===== config.mk =====
export PLATFORM = sky130hd
export DESIGN_NAME = uart_byte_link
export DESIGN_NICKNAME = d
export VERILOG_FILES = /design/src/rtl/uart_byte_link.sv
export SDC_FILE = /design/constraint.sdc
export NUM_CORES = 1
export LEC_CHECK = 0
export CELL_PAD_IN_SITES_DETAIL_PLACEMENT = 0
export CELL_PAD_IN_SITES_GLOBAL_PLACEMENT = 1
export CORE_ASPECT_RATIO = 0.9
export CORE_MARGIN = 2
export CORE_UTILIZATION = 49
export CTS_BUF_LIST = sky130_fd_sc_hd__clkbuf_4
export DETAILED_ROUTE_END_ITERATION = 10
export GPL_ROUTABILITY_DRIVEN = 0
export PLACE_DENSITY_LB_ADDON = 0.1
export SYNTH_ARGS = -nofsm -noshare
export SYNTH_HDL_FRONTEND = slang
export SYNTH_SLANG_ARGS = --single-unit

===== constraint.sdc =====
create_clock -name in_clk -period 2.6 [get_ports in_clk]
set_input_delay 0.26 -clock in_clk [delete_from_list [all_inputs] [get_ports in_clk]]
set_output_delay 0.26 -clock in_clk [all_outputs]
set_load 0.005 [all_outputs]

===== src/rtl/uart_byte_link.sv =====
// rtl/uart_byte_link.sv - byte-level UART transceiver, 8N1 LSB first, armed receive delivery.
// Define UART_BYTE_LINK_PARITY_EN to add an even-parity bit to both directions.
module uart_byte_link #(
  parameter int CLKS_PER_BIT = 434
) (
  input  logic       in_clk,
  input  logic       in_rst,
  input  logic       in_uart_rx,
  output logic       out_uart_tx,
  input  logic       rx_trig,
  output logic       rx_done,
  output logic [7:0] data_rx,
  input  logic       tx_trig,
  input  logic [7:0] data_tx,
  output logic       tx_done,
  output logic       out_rx_overrun,
  output logic       out_rx_err
);

  localparam int CW = $clog2(CLKS_PER_BIT);
  localparam logic [CW-1:0] LAST = CW'(CLKS_PER_BIT - 1);
  localparam logic [CW-1:0] HALF = CW'(CLKS_PER_BIT / 2 - 1);

`ifdef UART_BYTE_LINK_PARITY_EN
  typedef enum logic [2:0] {RX_IDLE, RX_START, RX_DATA, RX_PARITY, RX_STOP} rx_state_t;
  typedef enum logic [2:0] {TX_IDLE, TX_START, TX_DATA, TX_PARITY, TX_STOP} tx_state_t;
`else
  typedef enum logic [2:0] {RX_IDLE, RX_START, RX_DATA, RX_STOP} rx_state_t;
  typedef enum logic [2:0] {TX_IDLE, TX_START, TX_DATA, TX_STOP} tx_state_t;
`endif

  // ---------------- receive path ----------------
  logic            rx_s1, rx_s2, rx_prev;
  rx_state_t       rx_state, rx_state_n;
  logic [CW-1:0]   rx_cnt, rx_cnt_n;
  logic [2:0]      rx_bit, rx_bit_n;
  logic [7:0]      rx_shift, rx_shift_n;
  logic            rx_good, rx_bad;
  logic [7:0]      hold_data;
  logic            hold_valid, armed, deliver;
`ifdef UART_BYTE_LINK_PARITY_EN
  logic            rx_par, rx_par_n;
`endif

  always_comb begin
    rx_state_n = rx_state;
    rx_cnt_n   = rx_cnt;
    rx_bit_n   = rx_bit;
    rx_shift_n = rx_shift;
    rx_good    = 1'b0;
    rx_bad     = 1'b0;
`ifdef UART_BYTE_LINK_PARITY_EN
    rx_par_n   = rx_par;
`endif
    case (rx_state)
      RX_IDLE: begin
        if (rx_prev && !rx_s2) begin
          rx_state_n = RX_START;
          rx_cnt_n   = '0;
        end
      end
      RX_START: begin
        // a start bit that is high again at mid-bit is treated as line noise
        if (rx_cnt == HALF) begin
          rx_cnt_n   = '0;
          rx_bit_n   = '0;
          rx_state_n = rx_s2 ? RX_IDLE : RX_DATA;
        end else begin
          rx_cnt_n = rx_cnt + 1'b1;
        end
      end
      RX_DATA: begin
        if (rx_cnt == LAST) begin
          rx_cnt_n   = '0;
          rx_shift_n = {rx_s2, rx_shift[7:1]};
          rx_bit_n   = rx_bit + 3'd1;
          if (rx_bit == 3'd7) begin
`ifdef UART_BYTE_LINK_PARITY_EN
            rx_state_n = RX_PARITY;
`else
            rx_state_n = RX_STOP;
`endif
          end
        end else begin
          rx_cnt_n = rx_cnt + 1'b1;
        end
      end
`ifdef UART_BYTE_LINK_PARITY_EN
      RX_PARITY: begin
        if (rx_cnt == LAST) begin
          rx_cnt_n   = '0;
          rx_par_n   = rx_s2;
          rx_state_n = RX_STOP;
        end else begin
          rx_cnt_n = rx_cnt + 1'b1;
        end
      end
`endif
      RX_STOP: begin
        if (rx_cnt == LAST) begin
          rx_cnt_n   = '0;
          rx_state_n = RX_IDLE;
`ifdef UART_BYTE_LINK_PARITY_EN
          rx_good = rx_s2 && (rx_par == ^rx_shift);
`else
          rx_good = rx_s2;
`endif
          rx_bad  = !rx_good;
        end else begin
          rx_cnt_n = rx_cnt + 1'b1;
        end
      end
      default: rx_state_n = RX_IDLE;
    endcase
  end

  // rx_trig counts as armed in its own cycle so delivery lands the cycle after
  assign deliver = hold_valid && (armed || rx_trig);

  always_ff @(posedge in_clk or posedge in_rst) begin
    if (in_rst) begin
      rx_s1          <= 1'b1;
      rx_s2          <= 1'b1;
      rx_prev        <= 1'b1;
      rx_state       <= RX_IDLE;
      rx_cnt         <= '0;
      rx_bit         <= '0;
      rx_shift       <= '0;
`ifdef UART_BYTE_LINK_PARITY_EN
      rx_par         <= 1'b0;
`endif
      hold_data      <= '0;
      hold_valid     <= 1'b0;
      armed          <= 1'b1;
      rx_done        <= 1'b0;
      data_rx        <= '0;
      out_rx_overrun <= 1'b0;
      out_rx_err     <= 1'b0;
    end else begin
      rx_s1    <= in_uart_rx;
      rx_s2    <= rx_s1;
      rx_prev  <= rx_s2;
      rx_state <= rx_state_n;
      rx_cnt   <= rx_cnt_n;
      rx_bit   <= rx_bit_n;
      rx_shift <= rx_shift_n;
`ifdef UART_BYTE_LINK_PARITY_EN
      rx_par   <= rx_par_n;
`endif
      rx_done  <= deliver;
      if (deliver) begin
        data_rx <= hold_data;
        armed   <= 1'b0;
      end else if (rx_trig) begin
        armed <= 1'b1;
      end
      if (rx_good && !hold_valid) begin
        hold_data  <= rx_shift;
        hold_valid <= 1'b1;
      end else if (deliver) begin
        hold_valid <= 1'b0;
      end
      if (rx_good && hold_valid) out_rx_overrun <= 1'b1;
      if (rx_bad) out_rx_err <= 1'b1;
    end
  end

  // ---------------- transmit path ----------------
  tx_state_t       tx_state, tx_state_n;
  logic [CW-1:0]   tx_cnt, tx_cnt_n;
  logic [2:0]      tx_bit, tx_bit_n;
  logic [7:0]      tx_shift, tx_shift_n;
  logic            tx_line_n, tx_done_n;
`ifdef UART_BYTE_LINK_PARITY_EN
  logic            tx_par, tx_par_n;
`endif

  // the line is registered from the next state so it changes together with the state
  always_comb begin
    tx_state_n = tx_state;
    tx_cnt_n   = tx_cnt;
    tx_bit_n   = tx_bit;
    tx_shift_n = tx_shift;
    tx_line_n  = out_uart_tx;
    tx_done_n  = 1'b0;
`ifdef UART_BYTE_LINK_PARITY_EN
    tx_par_n   = tx_par;
`endif
    case (tx_state)
      TX_IDLE: begin
        tx_line_n = 1'b1;
        if (tx_trig) begin
          tx_state_n = TX_START;
          tx_cnt_n   = '0;
          tx_shift_n = data_tx;
          tx_line_n  = 1'b0;
`ifdef UART_BYTE_LINK_PARITY_EN
          tx_par_n   = ^data_tx;
`endif
        end
      end
      TX_START: begin
        if (tx_cnt == LAST) begin
          tx_cnt_n   = '0;
          tx_bit_n   = '0;
          tx_state_n = TX_DATA;
          tx_line_n  = tx_shift[0];
        end else begin
          tx_cnt_n = tx_cnt + 1'b1;
        end
      end
      TX_DATA: begin
        if (tx_cnt == LAST) begin
          tx_cnt_n = '0;
          if (tx_bit == 3'd7) begin
`ifdef UART_BYTE_LINK_PARITY_EN
            tx_state_n = TX_PARITY;
            tx_line_n  = tx_par;
`else
            tx_state_n = TX_STOP;
            tx_line_n  = 1'b1;
`endif
          end else begin
            tx_bit_n   = tx_bit + 3'd1;
            tx_shift_n = {1'b0, tx_shift[7:1]};
            tx_line_n  = tx_shift[1];
          end
        end else begin
          tx_cnt_n = tx_cnt + 1'b1;
        end
      end
`ifdef UART_BYTE_LINK_PARITY_EN
      TX_PARITY: begin
        if (tx_cnt == LAST) begin
          tx_cnt_n   = '0;
          tx_state_n = TX_STOP;
          tx_line_n  = 1'b1;
        end else begin
          tx_cnt_n = tx_cnt + 1'b1;
        end
      end
`endif
      TX_STOP: begin
        if (tx_cnt == LAST) begin
          tx_cnt_n   = '0;
          tx_state_n = TX_IDLE;
          tx_line_n  = 1'b1;
          tx_done_n  = 1'b1;
        end else begin
          tx_cnt_n = tx_cnt + 1'b1;
        end
      end
      default: tx_state_n = TX_IDLE;
    endcase
  end

  always_ff @(posedge in_clk or posedge in_rst) begin
    if (in_rst) begin
      tx_state    <= TX_IDLE;
      tx_cnt      <= '0;
      tx_bit      <= '0;
      tx_shift    <= '0;
`ifdef UART_BYTE_LINK_PARITY_EN
      tx_par      <= 1'b0;
`endif
      out_uart_tx <= 1'b1;
      tx_done     <= 1'b0;
    end else begin
      tx_state    <= tx_state_n;
      tx_cnt      <= tx_cnt_n;
      tx_bit      <= tx_bit_n;
      tx_shift    <= tx_shift_n;
`ifdef UART_BYTE_LINK_PARITY_EN
      tx_par      <= tx_par_n;
`endif
      out_uart_tx <= tx_line_n;
      tx_done     <= tx_done_n;
    end
  end

endmodule


## Yosys cells after proc, flatten, opt, wreduce, memory -nomap -nowiden

Cells that the tools add are included.

| storage, ports and cells | value |
|---|---|
| register bits | 72 |
| input port bits | 13 |
| output and inout port bits | 13 |
| word-level logic and storage cells | 120 |

| operators by class | value |
|---|---|
| add/subtract/negate cells | 4 |
| equal/unequal tests | 22 |
| multiplexer cells | 46 |
| reduce and logical (&&, ||, !) cells | 28 |

Operator list:

| kind | count |
|---|---|
| 9-bit two-way mux | 5 |
| 3-bit two-way mux | 14 |
| 9-bit case mux with 3 select lines | 1 |
| 8-bit two-way mux | 3 |
| 3-bit case mux with 4 select lines | 2 |
| 2-bit inequality test, second input constant | 11 |
| 9-bit by 1-bit adder with 9-bit output, second input constant | 2 |
| 9-bit equality test, second input constant | 2 |
| 9-bit case mux with 2 select lines | 1 |
| 8-bit case mux with 2 select lines | 1 |
| 1-bit two-way mux | 15 |
| 3-bit by 2-bit equality test with 1-bit output, second input constant | 4 |
| 3-bit case mux with 2 select lines | 2 |
| 4-bit AND reduction | 3 |
| 2-bit nonzero test | 6 |
| 5-bit AND reduction | 2 |
| 9-bit by 8-bit equality test with 1-bit output, second input constant | 1 |
| 3-bit by 1-bit adder with 3-bit output, second input constant | 2 |
| 3-bit by 1-bit equality test with 1-bit output, second input constant | 2 |
| 3-bit equality test, second input constant | 2 |
| 3-bit logical NOT | 2 |
| 2-bit AND reduction | 3 |
| 1-bit logical AND | 4 |
| 1-bit case mux with 4 select lines | 1 |
| 8 further kinds | 9 |

## Depth between registers and ports, before layout

| depth | value |
|---|---|
| depth after elaboration | 5 |
| gate-level depth with buffers | 8 |

## Worst setup path after synthesis

No wires, ideal clock.

| path | value |
|---|---|
| path kind | reg-to-reg |
| start point | register tx_state[0] |
| end point | register tx_state[0] |
| library setup time | 0.125 ns |
| data arrival time | 1.716 ns |
| slack | 0.760 ns |
| cell stages (with the launch flop) | 8 |
| period minus slack after synthesis | 1.840 ns |
| path through | dfrtp_1 inv_1 ha_1 buf_4 nor3_1 a21oi_1 nor3_1 mux2_2 |

| on the way | value |
|---|---|
| cells in the longest elaborated chain, start to end | 3 |

Ends and longest elaborated chain:

| what | line | RTL |
|---|---|---|
| from (decl) | 169 | `tx_state_t tx_state, tx_state_n;` |
| from (signal assigned) | 269 | `tx_state <= tx_state_n;` |
| 3-bit by 2-bit equality test with 1-bit output (tied with other cells) | 189 | `case (tx_state)` |
| 2-bit inequality test (no line) | - |  |
| 5-bit AND reduction (no line) | - |  |

Several ways; a longest one is shown, not always the timed one.
A chain may end at the register's enable or synchronous reset.

## Worst setup path in the final report

| path | value |
|---|---|
| start point | register tx_state[0] |
| end point | register tx_shift[1] |

| on the way | value |
|---|---|
| cells in the longest elaborated chain, start to end | 3 |

Ends and longest elaborated chain:

| what | line | RTL |
|---|---|---|
| 3-bit by 2-bit equality test with 1-bit output / 3-bit logical NOT (equally long branches) | 189 |  |
| 2-bit inequality test (no line) / 2-bit nonzero test (equally long branches) | - |  |
| 4-bit AND reduction (no line) | - |  |
| to (signal assigned) | 272 | `tx_shift <= tx_shift_n;` |
| to (decl) | 172 | `logic [7:0] tx_shift, tx_shift_n;` |

Several ways; a longest one is shown, not always the timed one.

==> flow_summary_export.csv <==
group,metric,value,unit
clocking,clock-sinks,70,
synth,synth_fa_ha_area_frac,0.0511,
placement,place_ws,0.429,ns
power,power.leakage,1.86,nW
global_route,grt_pass1_vias,2209,
global_route,grt_max_degree,43,
sta,clock_skew,0.0161,ns
run_status,outcome,"complete, no violations",
final_layout,n_antenna_cell,0,
clocking,ctsResizeCount,0,
final_layout,mostFrequentLayoutCells,"dfrtp_1 (65), mux2_2 (35), nand2_1 (29)",
sta,setup_viol,0,
clocking,cts_tree,"yes",
synth,synth_top_family_by_area,"multiplexers",
synth,synth.distinct_cells,52,
detailed_routing,viasPerCell,5.33,
synth,synth_xor_xnor_area_share,0.0102,
synth,synth_area,3430,um2
final_layout,nets,349,
synth,synth_compound_area_frac,0.103,
global_route,antenna_found_initial,0,
synth,async_reset_ff_frac,1.00,
synth,ys_seq_elements,70,
final_layout,layout_commonest_cell,"dfrtp_1",
floorplanning,die_x,92.2,um
sta,timing.fmax,454,MHz
floorplanning,die_h,83.4,um
power,peakVddDrop,0.628,mV
floorplanning,die-area,7690,um2
sta,rsz0062_at_grt,"false",
clocking,cts_buffers,9,
synth,synth_edf_count,0,
floorplanning,rows,28,
detailed_routing,antenna_left,0,
clocking,cts.htree.levels,3,
worst_setup_path,cp_max_fo,18,
sta,drv_slew,0,
synth,synth_mux_area_frac,0.158,
clocking,cts_root_buf,"clkbuf_4",
worst_hold_path,hold_path_class,"primary input to async pin",
sta,setup_ws,0.396,ns
global_route,globalRouteOverflowTotal,0,
synth,avgSynthCellArea,11.8,um2
final_layout,area_growth,14.7,%
sta,slew_headroom,0.513,
clocking,hold_buffers,0,
sta,fin_crit,2.20,ns
synth,postSynthCellCount,291,
detailed_routing,vias,2223,
worst_setup_path,worstSetupPathType,"register to register",
worst_setup_path,cp.arrival,2.50,ns
clocking,clk-insertion-delay-late,0.41,ns
global_route,grt_usage,0.165,
synth,yosysWarnings,0,
placement,hpwl,4030,um
synth,yosysSeqAreaShare,0.513,
detailed_routing,drc,0,
placement,portBuffers,25,
detailed_routing,drt_iter0_markers,107,
detailed_routing,dr.pass1.iters,5,
sta,min_period_over_period,0.848,
floorplanning,ios,26,
sta,whs,0.238,ns
worst_setup_path,start_kind,"register",
clocking,post_cts_buffers,0,
floorplanning,core-area,6690,um2
synth,yosys.area_share.simple,0.131,
run,maxCapViolCount,0,
worst_setup_path,critical_path_required,2.89,ns
power,power.density,817,nW/um2
synth,syn_nets,318,
floorplanning,start_util,0.513,
clocking,path_clk_slew,0.13,ns
synth,ys.flop_type,"dfrtp_1",
final_layout,drive_gt1_frac,0.235,
detailed_routing,routedWlPerCell,14.1,um
sta,finalHoldViolCount,0,
sta,setup_tns,0,ns
worst_setup_path,setup.worst_path.end_class,"register",
clocking,clockBufferDepth,2,
sta,worst_pin_slew,0.721,ns
detailed_routing,drt_wl_total,5860,um
global_route,grt_pass1_wl,10200,um
worst max-delay path, cell delays in order, from the launching register on:
cell,delay [ns]
dfrtp_1,0.45
inv_1,0.10
ha_1,0.57
nor2_1,0.15
a211o_1,0.47
mux2_4,0.35
flip-flops by register name (all words and copies together) (netlist names), 2 cells and up:
name / count
rx_cnt: 9
tx_cnt: 9
data_rx: 8
hold_data: 8
rx_shift: 8
tx_shift: 8
rx_bit: 3
tx_bit: 3
rx_state: 2
tx_state: 2
cells in the mapped netlist (4+ instances only):
library cell,n,area (um2)
a21oi_1,7,35.0
a22o_1,7,61.3
dfrtp_1,65,1630
dfstp_2,5,131
ha_1,14,175
inv_1,11,41.3
mux2_2,35,394
mux2_4,7,105
nand2_1,29,109
nand3_1,9,45.0
nor2_1,9,33.8
nor2b_1,6,37.5
nor3_1,7,35.0
o21ai_0,19,95.1
o22ai_1,4,25.0
path summary, 6_finish.rpt:
path                             start     endpoint  slack [ns]  depth (start not counted)
min                             in_rst    rx_cnt[2]        0.24                          2
max reg2reg                tx_state[0]  tx_shift[1]        0.40                          5
max                        tx_state[0]  tx_shift[1]        0.40                          5
max in group asynchronous       in_rst        armed        1.67                          3
min reg2reg                      rx_s1        rx_s2        0.38                          0
min in group in_clk         in_uart_rx        rx_s1        0.24                          1
logic make-up (layout without fill, tap and decap cells):
group / after synthesis / count (layout)
simple gates: 82 / 82
buf+inv: 21 / 57
fa+ha+maj: 14 / 14
flops: 70 / 70
compound gates: 55 / 55
mux: 45 / 45
xor+xnor: 4 / 4
metrics by stage:
| stage | power [mW] | cells | instance area (um2) | utilization |
|---|---|---|---|---|
| floorplan | 2.26 | 291 | 3430 | - |
| global route | 3.44 | 417 | 3930 | 0.588 |
| finish | 3.21 | 417 | 3930 | 0.588 |
| global placement | 2.41 | 401 | 3770 | 0.563 |
| detailed placement | 2.43 | 401 | 3770 | 0.563 |
| CTS | 3.25 | 417 | 3930 | 0.588 |
cell type report:
cell class | count | area (um2)
clock inverter | 7 | 96.3
timing repair buffer | 30 | 300
tap | 90 | 113
sequential | 70 | 1760
inverter | 11 | 41.3
fill | 569 | 2760
clock buffer | 9 | 67.6
multi-input combinational | 200 | 1560
power by group:
group	switching, mW	total (mW)	internal (mW)
Sequential	0.185	1.46	1.27
Combinational	0.436	0.946	0.510
Clock	0.414	0.809	0.395
Total	1.03	3.21	2.18
per-layer routing:
layer	part of all wire	global-route usage	vias to the layer above
met5	0	0	-
met4	0.0084	0.0380	0
met3	0.034	0.0572	4
met2	0.47	0.267	30
met1	0.49	0.215	1074
li1	-	-	1115
(Power assumes the default switching activity.)
